<file path="config.mk">
export PLATFORM = sky130hd
export DESIGN_NAME = i2c_bus_monitor
export DESIGN_NICKNAME = d
export VERILOG_FILES = /design/src/rtl/i2c_bus_monitor.sv
export SDC_FILE = /design/constraint.sdc
export NUM_CORES = 1
export LEC_CHECK = 0
export CORE_MARGIN = 3
export CORE_UTILIZATION = 30
export CTS_CLUSTER_DIAMETER = 60
export DETAILED_ROUTE_END_ITERATION = 10
export GPL_ROUTABILITY_DRIVEN = 0
export PLACE_DENSITY = 0.56
export SYNTH_ARGS = -nofsm -noshare
export SYNTH_HDL_FRONTEND = slang
export SYNTH_HIERARCHICAL = 1
export SYNTH_SLANG_ARGS = --single-unit
</file>
<file path="constraint.sdc">
create_clock -name clk -period 2.4 [get_ports clk]
set_input_delay 0.36 -clock clk [delete_from_list [all_inputs] [get_ports clk]]
set_output_delay 0.36 -clock clk [all_outputs]
set_load 0.1 [all_outputs]
</file>
<file path="src/rtl/i2c_bus_monitor.sv">
// I2C bus-state monitor: per-line glitch filters, START/rSTART/STOP detection,
// tBUF hold-off before the bus is declared free, and SCL stuck-low detection.

module i2c_glitch_filter #(
  parameter int FILTER_LEN = 4
) (
  input  logic clk,
  input  logic n_rst,
  input  logic raw,
  output logic filt
);
  localparam int CW = $clog2(FILTER_LEN + 1);
  localparam logic [CW-1:0] CNT_LAST = CW'(FILTER_LEN - 1);

  logic [CW-1:0] cnt;

  // filt only follows raw once the new level has been seen FILTER_LEN edges in a row
  always_ff @(posedge clk or negedge n_rst) begin
    if (!n_rst) begin
      filt <= 1'b1;
      cnt  <= '0;
    end else if (raw == filt) begin
      cnt <= '0;
    end else if (cnt == CNT_LAST) begin
      filt <= raw;
      cnt  <= '0;
    end else begin
      cnt <= cnt + CW'(1);
    end
  end
endmodule

module i2c_bus_monitor #(
  parameter int FILTER_LEN   = 4,
  parameter int TBUF_CYCLES  = 20,
  parameter int STUCK_CYCLES = 1000
) (
  input  logic clk,
  input  logic n_rst,
  input  logic SDA_sync,
  input  logic SCL_sync,
  output logic bus_busy,
  output logic bus_free,
  output logic start_det,
  output logic rstart_det,
  output logic stop_det,
  output logic scl_stuck
);
  localparam int TW = $clog2(TBUF_CYCLES + 1);
  localparam logic [TW-1:0] TBUF_LAST = TW'(TBUF_CYCLES - 1);

  typedef enum logic [1:0] {HOLDOFF, IDLE, BUSY} state_t;

  // lane 1 = SCL, lane 0 = SDA
  logic [1:0] raw, filt;
  logic       scl_f, sda_f, scl_d, sda_d;
  logic       start_cond, stop_cond;

  state_t          state, state_nxt;
  logic [TW-1:0]   tbuf_cnt, tbuf_nxt;
  logic            start_nxt, rstart_nxt, stop_nxt;

  assign raw = {SCL_sync, SDA_sync};

  i2c_glitch_filter #(.FILTER_LEN(FILTER_LEN)) u_filt [1:0] (
    .clk  (clk),
    .n_rst(n_rst),
    .raw  (raw),
    .filt (filt)
  );

  assign scl_f = filt[1];
  assign sda_f = filt[0];

  // SCL must be stable high across both samples, so simultaneous edges raise nothing
  assign start_cond = scl_d & scl_f & sda_d & !sda_f;
  assign stop_cond  = scl_d & scl_f & !sda_d & sda_f;

  always_comb begin
    state_nxt  = state;
    tbuf_nxt   = '0;
    start_nxt  = 1'b0;
    rstart_nxt = 1'b0;
    stop_nxt   = 1'b0;
    case (state)
      HOLDOFF: begin
        if (start_cond) begin
          state_nxt = BUSY;
          start_nxt = 1'b1;
        end else if (!scl_f) begin
          state_nxt = BUSY;
        end else if (sda_f) begin
          if (tbuf_cnt == TBUF_LAST) state_nxt = IDLE;
          else                       tbuf_nxt  = tbuf_cnt + TW'(1);
        end
      end
      IDLE: begin
        if (start_cond) begin
          state_nxt = BUSY;
          start_nxt = 1'b1;
        end else if (!scl_f) begin
          state_nxt = BUSY;
        end else if (stop_cond) begin
          stop_nxt = 1'b1;
        end
      end
      BUSY: begin
        if (start_cond) begin
          rstart_nxt = 1'b1;
        end else if (stop_cond) begin
          state_nxt = HOLDOFF;
          stop_nxt  = 1'b1;
        end
      end
      default: state_nxt = HOLDOFF;
    endcase
  end

  always_ff @(posedge clk or negedge n_rst) begin
    if (!n_rst) begin
      state      <= HOLDOFF;
      tbuf_cnt   <= '0;
      scl_d      <= 1'b1;
      sda_d      <= 1'b1;
      bus_busy   <= 1'b0;
      bus_free   <= 1'b0;
      start_det  <= 1'b0;
      rstart_det <= 1'b0;
      stop_det   <= 1'b0;
    end else begin
      state      <= state_nxt;
      tbuf_cnt   <= tbuf_nxt;
      scl_d      <= scl_f;
      sda_d      <= sda_f;
      bus_busy   <= (state_nxt == BUSY);
      bus_free   <= (state_nxt == IDLE);
      start_det  <= start_nxt;
      rstart_det <= rstart_nxt;
      stop_det   <= stop_nxt;
    end
  end

  generate
    if (STUCK_CYCLES == 0) begin : g_no_stuck
      assign scl_stuck = 1'b0;
    end else begin : g_stuck
      localparam int SW = $clog2(STUCK_CYCLES + 1);
      localparam logic [SW-1:0] STUCK_MAX = SW'(STUCK_CYCLES);
      logic [SW-1:0] stuck_cnt;

      always_ff @(posedge clk or negedge n_rst) begin
        if (!n_rst)                      stuck_cnt <= '0;
        else if (scl_f)                  stuck_cnt <= '0;
        else if (stuck_cnt != STUCK_MAX) stuck_cnt <= stuck_cnt + SW'(1);
      end

      assign scl_stuck = (stuck_cnt == STUCK_MAX);
    end
  endgenerate
endmodule

</file>
# Word level (Yosys, flattened, before mapping)
# Cells that the tools add are included.
[op_classes] add_sub_neg=4 n_reduce_logical=7 bitwise=7 n_eq_ne=11 muxes=28
[ops] cell="$mux 5" count=5
[ops] cell="$mux 10" count=2
[ops] cell="$mux 2" count=8
[ops] cell="$mux 3" count=4
[ops] cell="$add 10x1->10 const B" count=1
[ops] cell="$eq 10x10->1 const B" count=1
[ops] cell="$ne 10x10->1 const B" count=1
[ops] cell="$mux 1" count=7
[ops] cell="$add 3x1->3 const B" count=2
[ops] cell="$eq 3x2->1 const B" count=2
[ops] cell="$pmux 2 s3" count=1
[ops] cell="$add 5x1->5 const B" count=1
[ops] cell="$and 1x1->1" count=5
[ops] cell="$eq 5x5->1 const B" count=1
[ops] cell="$eq 2x1->1 const B" count=2
[ops] cell="$eq 2x2->1 const B" count=2
[ops] cell="$reduce_and 2->1" count=2
[ops] cell="$eq 1x1->1" count=2
[ops] cell="$logic_not 1->1" count=2
[ops] cell="$logic_not 2->1" count=1
[ops] cell="$not 1->1" count=2
[ops] cell="$pmux 1 s2" count=1
[ops] cell="$reduce_bool 2->1" count=1
[ops] cell="$reduce_or 2->1" count=1
[word_totals] output_inout_bits=6 wordCells=71 reg_bits=32 in_bits=4

# Longest topological paths before layout
[logic_depth] ltp_word=7 ltp_mapped=6 mapped_depth_nobuf=6

# By module
# Netlist, hierarchy kept.
[modules_own_cells] mod="i2c_bus_monitor" seq_area_each_um2=603.1 area_each_um2=1149.9 cells_each=108 n_inst=1
[modules_own_cells] mod="i2c_glitch_filter" seq_area_each_um2=101.3 area_each_um2=167.7 cells_each=11 n_inst=2

# Worst setup path after synthesis
# Ideal clock, no wire load.
[synth_path] kind="register to register" startpoint="reg g_stuck.stuck_cnt[0]" endpoint="reg g_stuck.stuck_cnt[1]" synth_period_minus_slack_ns=2.015 setup_slack_ns=0.385 t_required_ns=2.268 stages_incl_launch_ff=7 t_arrival_ns=1.883 path_buffers=0 setup_ns=0.132 cell_sequence="dfrtp_1 inv_1 ha_1 nand4b_1 nor3_4 mux2i_1 nor2_1"
[synth_via] elab_chain_len=3 elab_cells_between_ends=5 cone_classes="add/sub (1); eq/ne (1); mux (2); reduce/logical (1)"
[synth_lines] item="start, declared" line="149" text="logic [SW-1:0] stuck_cnt;"
[synth_lines] item="start signal, assigned" line="154" text="else if (stuck_cnt != STUCK_MAX) stuck_cnt <= stuck_cnt + SW'(1);"
[synth_lines] item="$add 10x1->10" line="154"
[synth_lines] item="$mux 10" line="154"
[synth_lines] item="$mux 10" line="153" text="else if (scl_f) stuck_cnt <= '0;"
# Parallel ways exist; a longest one is shown, timed or not. The select of a mux whose other input is x is not followed.
# A chain may end at the register's enable or synchronous reset.

# Worst setup path in the final report
[layout_path] startpoint="reg g_stuck.stuck_cnt[0]" endpoint="out scl_stuck"
[layout_via] elab_chain_len=1
[layout_lines] item="$eq 10x10->1" line="157" text="assign scl_stuck = (stuck_cnt == STUCK_MAX);"
[layout_lines] item="end, declared" line="47" text="output logic scl_stuck"
# No other way between the ends.

==> flow_metrics.py <==
metrics = {
    "run_status": {
        "outcome": "finished clean",
    },
    "yosys": {
        "syn_nets": 143,
        "synth-seq-area-share_pct": 54.3,
        "synth.avg_cell_area_um2": 11.4,
        "synth_cell_type_count": 33,
        "synth_warnings": 6,
        "yosysTopAreaCellShare_pct": 47.2,
        "synth.top_cells.by_area": "dfrtp_1 (47%), ha_1 (7.6%), dfstp_2 (7.1%)",
        "syn_area_um2": 1490,
        "syn_inst": 130,
        "yosys.area.top_type": "dfrtp_1",
        "ys_seq_elements": 32,
    },
    "worst_setup_path": {
        "crit_path_max_fanout": 4,
        "critPathArrivalTime_ns": 1.58,
        "cp-startpoint": "g_stuck.stuck_cnt[0]",
        "crit_family": "simple AND/OR/NAND/NOR gates",
        "cp-end-kind": "primary output",
        "start_kind": "register",
        "max_stage_delay_ns": 0.41,
        "rr_startpoint": "u_filt[1]/filt",
        "crit_type": "register to primary output",
        "path_cells": "inv_1 -> ha_1 -> nand4b_1 -> nor3_4 -> buf_12",
        "critical_path_buf_inv_count": 2,
        "worst-path-stages": 5,
        "cp.required_ns": 2.04,
        "r2r_cells": 4,
        "r2r_slack_ns": 0.77,
        "cp-endpoint": "scl_stuck",
        "cp_slowest_cell": "dfrtp_1",
        "reg2reg_to": "bus_free",
    },
    "floorplan": {
        "die-area_um2": 5830,
        "core-area_um2": 4560,
        "die_width_um": 76.4,
        "start_util_pct": 32.5,
        "dieHeight_um": 76.4,
        "pin_count": 10,
        "num_rows": 24,
    },
    "clock_tree": {
        "cts_tree": "done",
        "clock-sinks": 32,
        "root_buffer": "clkbuf_8",
        "cts_buffer_depth": 2,
        "hold_buffers": 0,
        "clk_latency_ns": 0.28,
        "cts_buffers": 5,
        "cts.repair.resized": 0,
        "post_cts_buffers": 0,
        "clk_pin_slew_worst_paths_ns": 0.07,
        "cts-htree-levels": 2,
    },
    "route": {
        "dr_total_vias": 948,
        "viasPerCell": 4.49,
        "wl_um": 2610,
        "ant_nets": 0,
        "drt-initial-drc-count": 60,
        "drc": 0,
        "first_pass_iters": 4,
        "wl_per_cell_um": 12.3,
    },
    "power_and_ir_drop": {
        "ir_drop_v": 0.000604,
        "p_per_area_nw_per_um2": 973,
        "power_leakage_nw": 0.758,
        "finalPower_mw": 1.70,
    },
    "grt": {
        "antenna_found_initial": 0,
        "grt_overflow_total": 0,
        "first_global_vias": 1007,
        "grt_max_degree": 33,
        "grt_pass1_wl_um": 4510,
        "grt.total_usage_pct": 9.60,
    },
    "layout": {
        "syn2layout_area_growth_pct": 17.5,
        "fin_cells": 211,
        "multi_input_area_um2": 637,
        "nFillCells": 457,
        "nets": 158,
        "seq_area_um2": 806,
        "layout-drive-gt1-share_pct": 16.4,
        "antennaDiodeCount": 0,
        "fin_util_pct": 38.2,
    },
    "place": {
        "post-dp-hpwl_um": 1850,
        "dp.cells": 203,
        "io_buffers": 9,
    },
    "timing": {
        "finalCritPeriodShare_pct": 80.9,
        "fmax_ghz": 0.515,
        "period_minus_slack_ns": 1.94,
        "max_slew.worst_pin.slew_ns": 0.400,
        "setup_violations": 0,
        "hold_viol": 0,
        "final.setup.tns_ns": 0,
        "relSlewSlack_pct": 73.3,
        "maxSlewViolCount": 0,
        "clock_skew_ns": 0.00623,
        "rsz0062_at_grt": "false",
    },
    "flow_run": {
        "maxCapViolations": 0,
    },
    "hold_path": {
        "hold_class": "register to register",
    },
}
==> state kept, by name, indices dropped and copies added, names as in the netlist <==
signal	cells
bus_busy	1
bus_free	1
g_stuck.stuck_cnt	10
rstart_det	1
scl_d	1
sda_d	1
start_det	1
state	2
stop_det	1
tbuf_cnt	5
u_filt/cnt	6
u_filt/filt	2
==> area by class of cell <==
cell class              count  area share [%]
clock buffers               6            4.73
clock inverters             2           0.573
inverters                   9            1.94
multi-input cells          87            36.5
flip-flops and latches     32            46.2
well taps                  65            4.66
repair buffers             10            5.45
==> cells in the mapped netlist <==
cell,count
xnor2_1,7
and4_1,1
o211ai_1,1
xor2_1,6
nand4_1,2
and3_1,1
dfstp_2,4
nand4bb_1,1
clkbuf_2,1
a21oi_1,2
nor3_4,1
mux2_2,2
and3b_1,1
clkbuf_1,1
nand4b_1,3
dfrtp_1,28
nor3_1,6
nand2b_1,1
ha_1,9
inv_1,9
mux2i_1,2
nor3b_1,5
nor2b_1,1
nand3b_1,1
o2bb2ai_1,1
o21ai_0,2
o21ai_1,1
nand2_1,3
or3b_1,1
nor2b_4,2
nand3_1,6
a22oi_1,1
nor2_1,17
==> worst min-delay path by stage <==
stage                              start        to  slack [ns]  cells past startpoint
after global routing      u_filt[0]/filt     sda_d        0.43                      0
after CTS                 u_filt[0]/filt     sda_d        0.42                      0
after global placement    u_filt[0]/filt     sda_d        0.40                      0
final                     u_filt[0]/filt     sda_d        0.42                      0
after detailed placement  u_filt[0]/filt     sda_d        0.41                      0
after floorplan                    n_rst  bus_busy        0.06                      0
==> cells in the final DEF (no fill, tap or decap), types with 2 or more instances in the layout <==
cell type and count:
dfrtp_1 28, nor2_1 17, inv_1 9, ha_1 9, xnor2_1 7, nand3_1 6
xor2_1 6, nor3_1 6, clkbuf_8 6, buf_4 6, nor3b_1 5, dfstp_2 4
nand4b_1 3, nand2_1 3, clkdlybuf4s50_1 3, o21ai_0 2, a21oi_1 2, nand4_1 2
mux2i_1 2, clkinv_2 2, nor2b_4 2, mux2_2 2
==> metrics by stage <==
step | instance area [µm²] | worst slack (ns) | hold WS, ns
detailed placement | 1650 | 0.755 | 0.408
finish | 1750 | 0.458 | 0.418
global route | 1750 | 0.369 | 0.434
global placement | 1650 | 0.834 | 0.404
floorplan | 1490 | 0.385 | 0.0644
CTS | 1750 | 0.444 | 0.417
==> logic make-up after synthesis <==
logic type,Yosys count,synth area share [%]
mux,4,2.86
xor+xnor,13,7.67
simple gates,53,21.5
fa+ha+maj,9,7.58
flops,32,54.3
compound gates,8,3.29
buf+inv,11,2.86
==> routing by layer <==
layer / share of wire, % / GRT usage, % / vias up / wire length, µm
met5: 0 / 0 / - / 0
met2: 45 / 13.7 / 21 / 1170
met4: 0.50 / 4.17 / 0 / 13
met1: 50 / 12.4 / 457 / 1300
met3: 4.7 / 4.37 / 2 / 122
li1: - / - / 468 / -
==> report_power, final <==
part           switching, mW  internal [mW]  total (mW)
logic                  0.295          0.183       0.479
registers              0.128          0.679       0.807
clock network          0.185          0.228       0.413
total                  0.608           1.09        1.70
(Power assumes the default switching activity.)
